--- src/rtl/css_mcu0_dmi_reg_bridge.sv ---
// css_mcu0_dmi_reg_bridge
// Bridges synchronized DMI register accesses (DATA0, DATA1, CMDSTAT,
// COMMAND) to a request/acknowledge command port toward the core.
// Optional feature macro: CSS_MCU0_DMI_BRIDGE_TIMEOUT_EN enables an abort
// counter that ends a WAIT after TIMEOUT_CYCLES cycles without cmd_ack_i.
module css_mcu0_dmi_reg_bridge #(
  parameter int unsigned TIMEOUT_CYCLES = 1024
) (
  input  logic        clk,
  input  logic        rst,
  input  logic        reg_en,
  input  logic        reg_wr_en,
  input  logic [6:0]  reg_wr_addr,
  input  logic [31:0] reg_wr_data,
  output logic [31:0] rd_data,
  output logic        cmd_req_o,
  output logic [31:0] cmd_o,
  output logic [31:0] cmd_data_o,
  input  logic        cmd_ack_i,
  input  logic        cmd_err_i,
  input  logic [31:0] cmd_rdata_i,
  output logic        busy_o
);

  localparam logic [6:0] ADDR_DATA0   = 7'h04;
  localparam logic [6:0] ADDR_DATA1   = 7'h05;
  localparam logic [6:0] ADDR_CMDSTAT = 7'h16;
  localparam logic [6:0] ADDR_COMMAND = 7'h17;

  localparam logic [2:0] ERR_NONE    = 3'd0;
  localparam logic [2:0] ERR_BUSY    = 3'd1;
  localparam logic [2:0] ERR_EXCEPT  = 3'd3;
  localparam logic [2:0] ERR_TIMEOUT = 3'd4;

  typedef enum logic [1:0] {
    ST_IDLE = 2'd0,
    ST_WAIT = 2'd1,
    ST_DONE = 2'd2
  } state_e;

  // A zero timeout would make the abort counter meaningless.
  if (TIMEOUT_CYCLES < 1) begin : g_bad_timeout
    $error("TIMEOUT_CYCLES must be at least 1");
  end

  state_e      state_q, state_d;
  logic [31:0] data0_q, data0_d;
  logic [31:0] data1_q, data1_d;
  logic [31:0] cmd_q, cmd_d;
  logic [31:0] rd_data_q, rd_data_d;
  logic [2:0]  cmderr_q, cmderr_d;

  logic wr_s;
  logic rd_s;
  logic busy_s;
  logic timeout_s;

  assign wr_s   = reg_en & reg_wr_en;
  assign rd_s   = reg_en & ~reg_wr_en;
  assign busy_s = (state_q != ST_IDLE);

`ifdef CSS_MCU0_DMI_BRIDGE_TIMEOUT_EN
  localparam int unsigned TW = $clog2(TIMEOUT_CYCLES + 1);
  logic [TW-1:0] tmo_cnt_q;

  assign timeout_s = (state_q == ST_WAIT) && (tmo_cnt_q == TW'(TIMEOUT_CYCLES - 1));

  // Count WAIT cycles; the count restarts on every new command.
  always_ff @(posedge clk) begin
    if (rst) begin
      tmo_cnt_q <= '0;
    end else if (state_q != ST_WAIT) begin
      tmo_cnt_q <= '0;
    end else if (!timeout_s) begin
      tmo_cnt_q <= tmo_cnt_q + TW'(1);
    end else begin
      tmo_cnt_q <= tmo_cnt_q;
    end
  end
`else
  assign timeout_s = 1'b0;
`endif

  // Register decode, command FSM and cmderr update; completion events override W1C.
  always_comb begin
    logic start_s;
    logic busy_err_s;
    state_d    = state_q;
    data0_d    = data0_q;
    data1_d    = data1_q;
    cmd_d      = cmd_q;
    cmderr_d   = cmderr_q;
    rd_data_d  = rd_data_q;
    start_s    = 1'b0;
    busy_err_s = 1'b0;

    if (rd_s) begin
      case (reg_wr_addr)
        ADDR_DATA0:   rd_data_d = data0_q;
        ADDR_DATA1:   rd_data_d = data1_q;
        ADDR_CMDSTAT: rd_data_d = {19'd0, busy_s, 1'b0, cmderr_q, 8'd0};
        default:      rd_data_d = 32'd0;
      endcase
    end else begin
      rd_data_d = rd_data_q;
    end

    if (wr_s) begin
      case (reg_wr_addr)
        ADDR_DATA0: begin
          if (busy_s) busy_err_s = 1'b1;
          else        data0_d    = reg_wr_data;
        end
        ADDR_DATA1: begin
          if (busy_s) busy_err_s = 1'b1;
          else        data1_d    = reg_wr_data;
        end
        ADDR_COMMAND: begin
          if (busy_s) begin
            busy_err_s = 1'b1;
          end else if (cmderr_q == ERR_NONE) begin
            cmd_d   = reg_wr_data;
            start_s = 1'b1;
          end else begin
            start_s = 1'b0;
          end
        end
        ADDR_CMDSTAT: cmderr_d = cmderr_q & ~reg_wr_data[10:8];
        default: ;
      endcase
    end else begin
      busy_err_s = 1'b0;
    end

    if (busy_err_s && (cmderr_q == ERR_NONE)) begin
      cmderr_d = ERR_BUSY;
    end else begin
      cmderr_d = cmderr_d;
    end

    case (state_q)
      ST_IDLE: begin
        if (start_s) state_d = ST_WAIT;
        else         state_d = ST_IDLE;
      end
      ST_WAIT: begin
        if (cmd_ack_i) begin
          state_d = ST_DONE;
          if (cmd_err_i) cmderr_d = ERR_EXCEPT;
          else           data0_d  = cmd_rdata_i;
        end else if (timeout_s) begin
          state_d  = ST_DONE;
          cmderr_d = ERR_TIMEOUT;
        end else begin
          state_d = ST_WAIT;
        end
      end
      ST_DONE: state_d = ST_IDLE;
      default: state_d = ST_IDLE;
    endcase
  end

  // State and register file update with synchronous reset.
  always_ff @(posedge clk) begin
    if (rst) begin
      state_q   <= ST_IDLE;
      data0_q   <= 32'd0;
      data1_q   <= 32'd0;
      cmd_q     <= 32'd0;
      rd_data_q <= 32'd0;
      cmderr_q  <= 3'd0;
    end else begin
      state_q   <= state_d;
      data0_q   <= data0_d;
      data1_q   <= data1_d;
      cmd_q     <= cmd_d;
      rd_data_q <= rd_data_d;
      cmderr_q  <= cmderr_d;
    end
  end

  assign rd_data    = rd_data_q;
  assign cmd_req_o  = (state_q == ST_WAIT);
  assign busy_o     = busy_s;
  assign cmd_o      = cmd_q;
  assign cmd_data_o = data0_q;

endmodule

--- config.mk ---
export PLATFORM = sky130hd
export DESIGN_NAME = css_mcu0_dmi_reg_bridge
export DESIGN_NICKNAME = d
export VERILOG_FILES = /design/src/rtl/css_mcu0_dmi_reg_bridge.sv
export SDC_FILE = /design/constraint.sdc
export NUM_CORES = 1
export LEC_CHECK = 0
export ABC_AREA = 1
export BUFFER_PORTS_ARGS = -buffer_cell sky130_fd_sc_hd__buf_2
export CAP_MARGIN = 5
export CORE_ASPECT_RATIO = 0.8
export CORE_MARGIN = 5
export CORE_UTILIZATION = 56
export DETAILED_ROUTE_END_ITERATION = 10
export GPL_ROUTABILITY_DRIVEN = 0
export PLACE_DENSITY = 0.95
export SYNTH_ARGS = -nofsm -noshare
export SYNTH_HDL_FRONTEND = slang
export SYNTH_SLANG_ARGS = --single-unit
export TNS_END_PERCENT = 10
--- constraint.sdc ---
create_clock -name clk -period 3.99 [get_ports clk]
set_clock_uncertainty 0.15 [all_clocks]
set_input_delay 0.798 -clock clk [delete_from_list [all_inputs] [get_ports clk]]
set_output_delay 0.798 -clock clk [all_outputs]
set_load 0.1 [all_outputs]
# After elaboration in Yosys (flattened, before gate mapping)
# Cells that the tools add are included.
classes:
  shifts: 0
  bitwise_logic: 6
  n_eq_ne: 5
  n_addsub: 0
  reduce_logical: 7
  n_mul: 0
  magnitude_cmp: 0
  div_mod_pow: 0
  n_mux: 23
ops:
  columns: ["operator", "n"]
  rows:
  - ["$mux 32", 6]
  - ["$pmux 32 s3", 1]
  - ["$mux 3", 6]
  - ["$eq 7x3->1 const B", 2]
  - ["$eq 7x5->1 const B", 2]
  - ["$mux 1", 8]
  - ["$pmux 2 s2", 1]
  - ["$reduce_and 4->1", 1]
  - ["$and 3x3->3", 1]
  - ["$logic_not 3->1", 1]
  - ["$not 3->3", 1]
  - ["$reduce_and 3->1", 1]
  - ["$reduce_or 3->1", 1]
  - ["$and 1x1->1", 2]
  - ["$eq 2x1->1 const B", 1]
  - ["$logic_not 2->1", 1]
  - ["$mux 2", 1]
  - ["$not 1->1", 2]
  - ["$reduce_bool 2->1", 1]
  - ["$logic_and 1x1->1", 1]
totals:
  input_bits: 77
  memories: 0
  latchBits: 0
  register_bits: 133
  ram_bits: 0
  output_inout_bits: 98
  wordCells: 47
  rom_bits: 0

# Logic depth before layout (Yosys ltp)
# Gate-level depths: netlist (run 1).
depth:
  word_depth: 9
  depth_mapped: 11
  ltp_nobuf: 10

# Worst setup path before layout (run 1)
# No wires, ideal clock.
synth_timing:
  kind: "register -> register"
  startpoint: "reg state_q[0]"
  endpoint: "reg data0_q[24] (netlist: cmd_data_o[24])"
  setup_slack_ns: 1.711
  required_time_ns: 3.731
  path_stages_with_launch: 9
  arrival_ns: 2.021
  period_less_slack_ns: 2.279
  setup_time_ns: 0.109
  n_path_buf: 1
  path_cell_list: "dfxtp_1 -> inv_2 -> nor2_2 -> nand3_2 -> clkbuf_1 -> o21ai_0 -> inv_1 -> nand2_1 -> inv_1"
synth_via:
  word_cells_on_any_way: 8
  cone_classes: "eq/ne (1); mux (6); reduce/logical (1)"
synth_rtl:
  columns: ["element", "line_no", "text"]
  rows:
  - ["start: declaration", "46", "state_e state_q, state_d;"]
  - ["start signal: assignment", "173", "state_q <= state_d;"]
  - ["$eq 2x1->1", null, null]
  - ["named net cmd_req_o", "16", "output logic cmd_req_o,"]
  - ["$mux 32", "141", "case (state_q)"]
  - ["end signal: assignment", "174", "data0_q <= data0_d;"]
  - ["end: declaration", "47", "logic [31:0] data0_q, data0_d;"]
# The timed path passes the listed nets, and every way through them passes these cells.
# A chain may end at the register's enable or synchronous reset.

# Worst setup path after layout (run 1)
layout_timing:
  startpoint: "in reg_wr_addr[5]"
  endpoint: "reg rd_data_q[26] (netlist: rd_data[26])"
layout_via:
  elab_chain_len: 2
  word_cells_on_any_way: 4
  cone_classes: "eq/ne (3); mux (1)"
layout_lines:
  columns: ["element", "line_no", "text"]
  rows:
  - ["start: declaration", "13", "input logic [6:0] reg_wr_addr,"]
  - ["$eq 7x5->1 / $eq 7x3->1 (equally long branches)", "98", "case (reg_wr_addr)"]
  - ["$pmux 32 s3 (*)", "98", null]
  - ["end signal: assignment", "177", "rd_data_q <= rd_data_d;"]
  - ["end: declaration", "50", "logic [31:0] rd_data_q, rd_data_d;"]
# Mark *: on every way between the ends. The rest lies on a longest branch, timed or not.

==> results_dict.tcl, run 1 <==
set metrics [dict create \
    initial_core_util_pct 57.3 \
    drv_cap 0 \
    overflow 0 \
    ir_drop_uv 353 \
    whs_ns 0.298 \
    die_w_um 125 \
    critPathBufInv 3 \
    fin_tns_setup_ns 0 \
    syn_to_final_growth_pct 24.8 \
    synth_fa_ha_area_share_pct 0 \
    p_leak_nw 3.57 \
    crit_path_frequent_cell "nand2_1" \
    syn_nets 921 \
    ctsResizeCount 0 \
    synth-simple-area-share_pct 25.2 \
    ctsHtreeMaxLevel 4 \
    netSwitchingPower_mw 0.715 \
    hpwl_mm 12.0 \
    hold_violations 0 \
    final_cell_mix "176 x nand2_1, 174 x buf_2, 133 x dfxtp_1" \
    pwr-share-seq_pct 43.1 \
    placed_area_um2 6750 \
    worst_pin_slew_ns 1.23 \
    setup_viol_count_final 0 \
    ys_seq_area_share_pct 45.2 \
    cts_buffers 17 \
    ys_ff_latch 133 \
    synth_compound_area_share_pct 17.1 \
    synth_edf_count 0 \
    crit_chain "buf_2 > inv_1 > nand2_1 > nor2_4 > buf_4 > nand2_2 > o21ai_0 > nand2_1 > a21oi_1" \
    fin_crit_sh_pct 68.8 \
    max_freq_mhz 364 \
    grt_usage_pct 29.8 \
    drc_errors 0 \
    grt_max_degree 69 \
    ant_nets 0 \
    synthXorXnorAreaFrac_pct 0 \
    synth.distinct_cells 19 \
    antenna_cells 0 \
    dieArea_um2 12700 \
    synth_area_leaders "dfxtp_1 45%, nand2_1 11%, inv_1 7.0%, nand3_1 6.7%, o21ai_0 6.4%" \
    p_clk_share_pct 51.5 \
    cts.reportedPaths.clkPinSlew_ns 0.05 \
    synth_top_family_by_area "simple AND/OR/NAND/NOR gates" \
    synth_ff_type "dfxtp_1" \
    antenna_found_initial 0 \
    slew_headroom_pct 18.1 \
    cpMaxStageDelayCell "nor2_4" \
    final_area_um2 7350 \
    die_y_um 102 \
    cts_buffer_depth 2 \
    end_kind "flip-flop" \
    slowest_delay_ns 0.46 \
    root_buffer "clkbuf_16" \
    worstSetupPathType "input pin to flip-flop" \
    ioPinCount 175 \
    p_sw_share_pct 23.1 \
    comb_power_share_pct 5.5 \
    slew_violations 0 \
    rsz0062_at_grt "no" \
    post_cts_buffers 0 \
    crit_required_ns 4.18 \
    synthMuxAreaShare_pct 0 \
    clock_latency_ns 0.42 \
    grt_pass1_wl_mm 30.2 \
    core_area_um2 10300 \
    nNetsFinal 1063 \
    layout-drive-gt1-share_pct 23.5 \
    ys_warn_count 0 \
    wl_per_cell_um 16.6 \
    cts_tree "built" \
    async_flop_share_pct 0 \
    final_common_cell "nand2_1" \
    arrival_ns 2.93 \
    rows 33 \
    first_pass_iters 6 \
    synth_area_um2 5890 \
    crit_fanout 29 \
    first_global_vias 6050 \
    clock_sinks 133 \
    crit_family "simple AND/OR/NAND/NOR gates" \
    start_kind "input pin" \
    vias_per_cell 5.63 \
    vias 6408 \
    netlist.top_cell.by_area "dfxtp_1" \
    finalWorstPathRequiredPeriod_ns 2.75 \
    hold_buffers 0 \
    drt_iter0_drc 681 \
    synth_top_area_share_pct 45.2 \
    postSynthAreaPerCell_um2 6.98 \
    numPortBuffers 174 \
    synthCells 844 \
    p_per_area_nw_per_um2 420 \
    p_int_mw 2.38 \
    wl_mm 18.9 \
    status "finished clean" \
    finalPower_mw 3.09 \
    hold_path.class "flip-flop to flip-flop" \
]
-- routing by layer --
layer,vias to the layer above,global-route usage (%),wire length [um]
li1,3023,-,-
met1,2901,37.3,7350
met2,417,48.7,8840
met3,67,8.38,2230
met4,0,13.1,505
met5,-,0,0
-- per-stage QoR --
step           instances  worst slack, ns  util [%]
2_1_floorplan        844             1.71         -
3_3_place_gp        1107             1.02      65.7
3_5_place_dp        1107            0.902      65.7
4_1_cts             1139             1.31      71.5
5_1_grt             1139             1.13      71.5
6_report            1139             1.24      71.5
-- Yosys cell counts, types with 4 or more instances --
cell      instances
nand2_1         176
nor2_2            5
clkbuf_1         34
a21oi_1          69
buf_4             7
buf_2            18
inv_2             5
nand3_1          79
nor2_1           37
o21ai_1          17
dfxtp_1         133
nor3_1           35
o21ai_0          75
a31oi_1          32
nand3_2           4
inv_1           110
-- sequential cells by signal, indices dropped and copies added (netlist names) --
register and count:
rd_data 32, cmd_data_o 32, cmderr_q 3, cmd_o 32, state_q 2, data1_q 32
-- path summary, 6_finish.rpt --
kind / start / end / slack [ns] / cells past startpoint
min: data1_q[28]$_SDFFE_PP0P_ / data1_q[28]$_SDFFE_PP0P_ / 0.30 / 2
max reg2reg: state_q[0]$_SDFF_PP0_ / data1_q[11]$_SDFFE_PP0P_ / 1.88 / 7
max: reg_wr_addr[5] / rd_data[26]$_SDFFE_PP0P_ / 1.24 / 9
min reg2reg: data1_q[28]$_SDFFE_PP0P_ / data1_q[28]$_SDFFE_PP0P_ / 0.30 / 2
-- area by class of cell --
class / instances / area (um2)
clock buffers: 20 / 447
inverters: 115 / 432
repair buffers: 185 / 978
flip-flops and latches: 133 / 2660
multi-input cells: 534 / 2510
clock inverters: 12 / 154
fillers: 813 / 2930
well taps: 140 / 175
-- logic make-up (layout without fill, tap and decap cells) --
kind of cell	count (synthesis)	count (layout)
DFF	133	133
AOI/OAI and AO/OA	193	193
buffers and inverters	177	332
and+or+nand+nor	341	341
-- power groups by stage --
stage | logic, mW | clock network, mW | registers (mW)
2_1_floorplan | 0.0780 | 0 | 1.37
3_3_place_gp | 0.163 | 0 | 1.36
3_5_place_dp | 0.164 | 0 | 1.36
4_1_cts | 0.166 | 1.60 | 1.33
5_1_grt | 0.183 | 1.67 | 1.33
6_report | 0.169 | 1.59 | 1.33
-- worst register-to-register path, stage by stage, from the launching register on --
cell and delay [ns]:
dfxtp_1 0.33, nor2_2 0.18, nand2_1 0.13, inv_2 0.09
nand3_2 0.43, buf_12 0.37, o21ai_0 0.23, a21oi_1 0.09
Power figures use the tool's default switching activity.
==> run 2, diff against run 1 <==
--- a/config.mk
+++ b/config.mk
@@ -10,10 +10,10 @@
 export CAP_MARGIN = 5
 export CORE_ASPECT_RATIO = 0.8
 export CORE_MARGIN = 5
-export CORE_UTILIZATION = 56
+export CORE_UTILIZATION = 52
 export DETAILED_ROUTE_END_ITERATION = 10
 export GPL_ROUTABILITY_DRIVEN = 0
-export PLACE_DENSITY = 0.95
+export PLACE_DENSITY = 0.89
 export SYNTH_ARGS = -nofsm -noshare
 export SYNTH_HDL_FRONTEND = slang
 export SYNTH_SLANG_ARGS = --single-unit
==> constraint.sdc (replaced) <==
create_clock -name clk -period 2.88 [get_ports clk]
set_clock_uncertainty 0.15 [all_clocks]
set_input_delay 0.576 -clock clk [delete_from_list [all_inputs] [get_ports clk]]
set_output_delay 0.576 -clock clk [all_outputs]
set_load 0.1 [all_outputs]
==> results_dict.tcl, run 2 (same netlist as run 1, synthesis figures left out) <==
set metrics [dict create \
    layout-drive-gt1-share_pct 23.6 \
    wl_mm 18.6 \
    hp-start "data1_q[0]$_SDFFE_PP0P_" \
    slew_violations 0 \
    rsz0062_at_grt "no" \
    reg2reg_from "state_q[0]$_SDFF_PP0_" \
    ant_nets 0 \
    p_per_area_nw_per_um2 571 \
    post_cts_buffers 0 \
    vias 6275 \
    clock_latency_ns 0.41 \
    ir_drop_uv 363 \
    crit_fanout 4 \
    reg2reg_slack_ns 1.06 \
    worst_pin_slew_ns 0.754 \
    initial_core_util_pct 53.7 \
    hold_path.class "flip-flop to flip-flop" \
    cts_tree "built" \
    antenna_found_initial 0 \
    dp_cells 1116 \
    arrival_ns 1.42 \
    grt_usage_pct 27.0 \
    worstSetupPathType "flip-flop to primary output" \
    reg2reg_to "cmd_data_o[1]$_SDFF_PP0_" \
    pwr-share-seq_pct 43.9 \
    final_cells 1145 \
    fin_tns_setup_ns 0 \
    numPortBuffers 174 \
    status "finished clean" \
    wl_per_cell_um 16.2 \
    crit_required_ns 2.15 \
    start_kind "flip-flop" \
    finalWorstPathRequiredPeriod_ns 2.14 \
    drv_cap 0 \
    antenna_cells 0 \
    min_to "data1_q[0]$_SDFFE_PP0P_" \
    hpwl_mm 12.2 \
    ctsHtreeMaxLevel 4 \
    nNetsFinal 1068 \
    drt_iter0_drc 589 \
    cts_buffer_depth 2 \
    slew_headroom_pct 49.7 \
    reg2regPathDepth 8 \
    hold_buffers 0 \
    end_kind "primary output" \
    p_int_mw 3.28 \
    hold_violations 0 \
    p_clk_share_pct 50.5 \
    syn_to_final_growth_pct 24.9 \
    p_leak_nw 3.59 \
    cts_buffers 17 \
    ioPinCount 175 \
    min_path_cells 2 \
    final_common_cell "nand2_1" \
    dieArea_um2 13600 \
    grt_max_degree 69 \
    max_freq_mhz 467 \
    first_pass_iters 5 \
    drc_errors 0 \
    comb_power_share_pct 5.6 \
    grt_pass1_wl_mm 29.5 \
    ctsResizeCount 0 \
    overflow 0 \
    die_w_um 129 \
    first_global_vias 5832 \
    root_buffer "clkbuf_16" \
    cts.reportedPaths.clkPinSlew_ns 0.05 \
    vias_per_cell 5.48 \
    fin_crit_sh_pct 74.4 \
    setup_viol_count_final 0 \
    final_cell_mix "176 x nand2_1, 174 x buf_2, 133 x dfxtp_1" \
    core_area_um2 11000 \
    rows 34 \
    netSwitchingPower_mw 0.919 \
    clock_sinks 133 \
    die_y_um 105 \
    p_sw_share_pct 21.9 \
]
-- run 2: cell types whose count changed in the layout (fill, tap and decap cells not counted), moves of 2 or more --
cell        delta
buf_4          +6
clkinv_4       -2
clkbuf_8       +4
clkinvlp_4     -3
-- run 2: power groups by stage --
stage               Combinational (mW)  Clock (mW)  Sequential (mW)
floorplan                        0.108           0             1.90
global placement                 0.225           0             1.88
CTS                              0.228        2.13             1.85
finish                           0.234        2.12             1.85
global route                     0.251        2.23             1.84
detailed placement               0.227           0             1.88
-- run 2: area by class of cell --
type / count / area, um2
inverters: 115 / 432
repair buffers: 190 / 1000
well taps: 144 / 180
flip-flops and latches: 133 / 2660
clock inverters: 4 / 70.1
clock buffers: 25 / 505
fillers: 974 / 3620
multi-input cells: 534 / 2510
-- run 2: worst max-delay path, cell delays in order (launching register included) --
cell	delay (ns)
dfxtp_1	0.35
inv_2	0.04
nor2_2	0.16
buf_2	0.46
-- run 2: worst max-delay path by stage --
stage                     slack (ns)             startpoint                        end
after floorplan                 0.60  state_q[0]$_SDFF_PP0_  cmd_data_o[24]$_SDFF_PP0_
after global placement          0.65         reg_wr_addr[6]   rd_data[27]$_SDFFE_PP0P_
after detailed placement        0.59         reg_wr_addr[6]   cmd_data_o[8]$_SDFF_PP0_
after CTS                       0.73  state_q[0]$_SDFF_PP0_                  cmd_req_o
after global routing            0.67  state_q[0]$_SDFF_PP0_                  cmd_req_o
final                           0.74  state_q[0]$_SDFF_PP0_                  cmd_req_o
-- run 2: layer usage --
metal / global-route usage [%] / vias to the layer above / wire length [um]
met5: 0 / - / 0
met4: 7.80 / 0 / 297
met3: 7.60 / 30 / 1990
met2: 42.7 / 364 / 8510
met1: 36.1 / 2861 / 7790
li1: - / 3020 / -
-- run 2: stage by stage --
step | area (um2) | setup WS, ns | utilization [%] | power [mW] | hold WS (ns)
floorplan | 5890 | 0.601 | - | 2.01 | 0.274
detailed placement | 6780 | 0.595 | 61.8 | 2.11 | 0.286
global route | 7360 | 0.671 | 67.1 | 4.32 | 0.295
finish | 7360 | 0.737 | 67.1 | 4.20 | 0.295
global placement | 6780 | 0.648 | 61.8 | 2.11 | 0.281
CTS | 7360 | 0.726 | 67.1 | 4.21 | 0.277
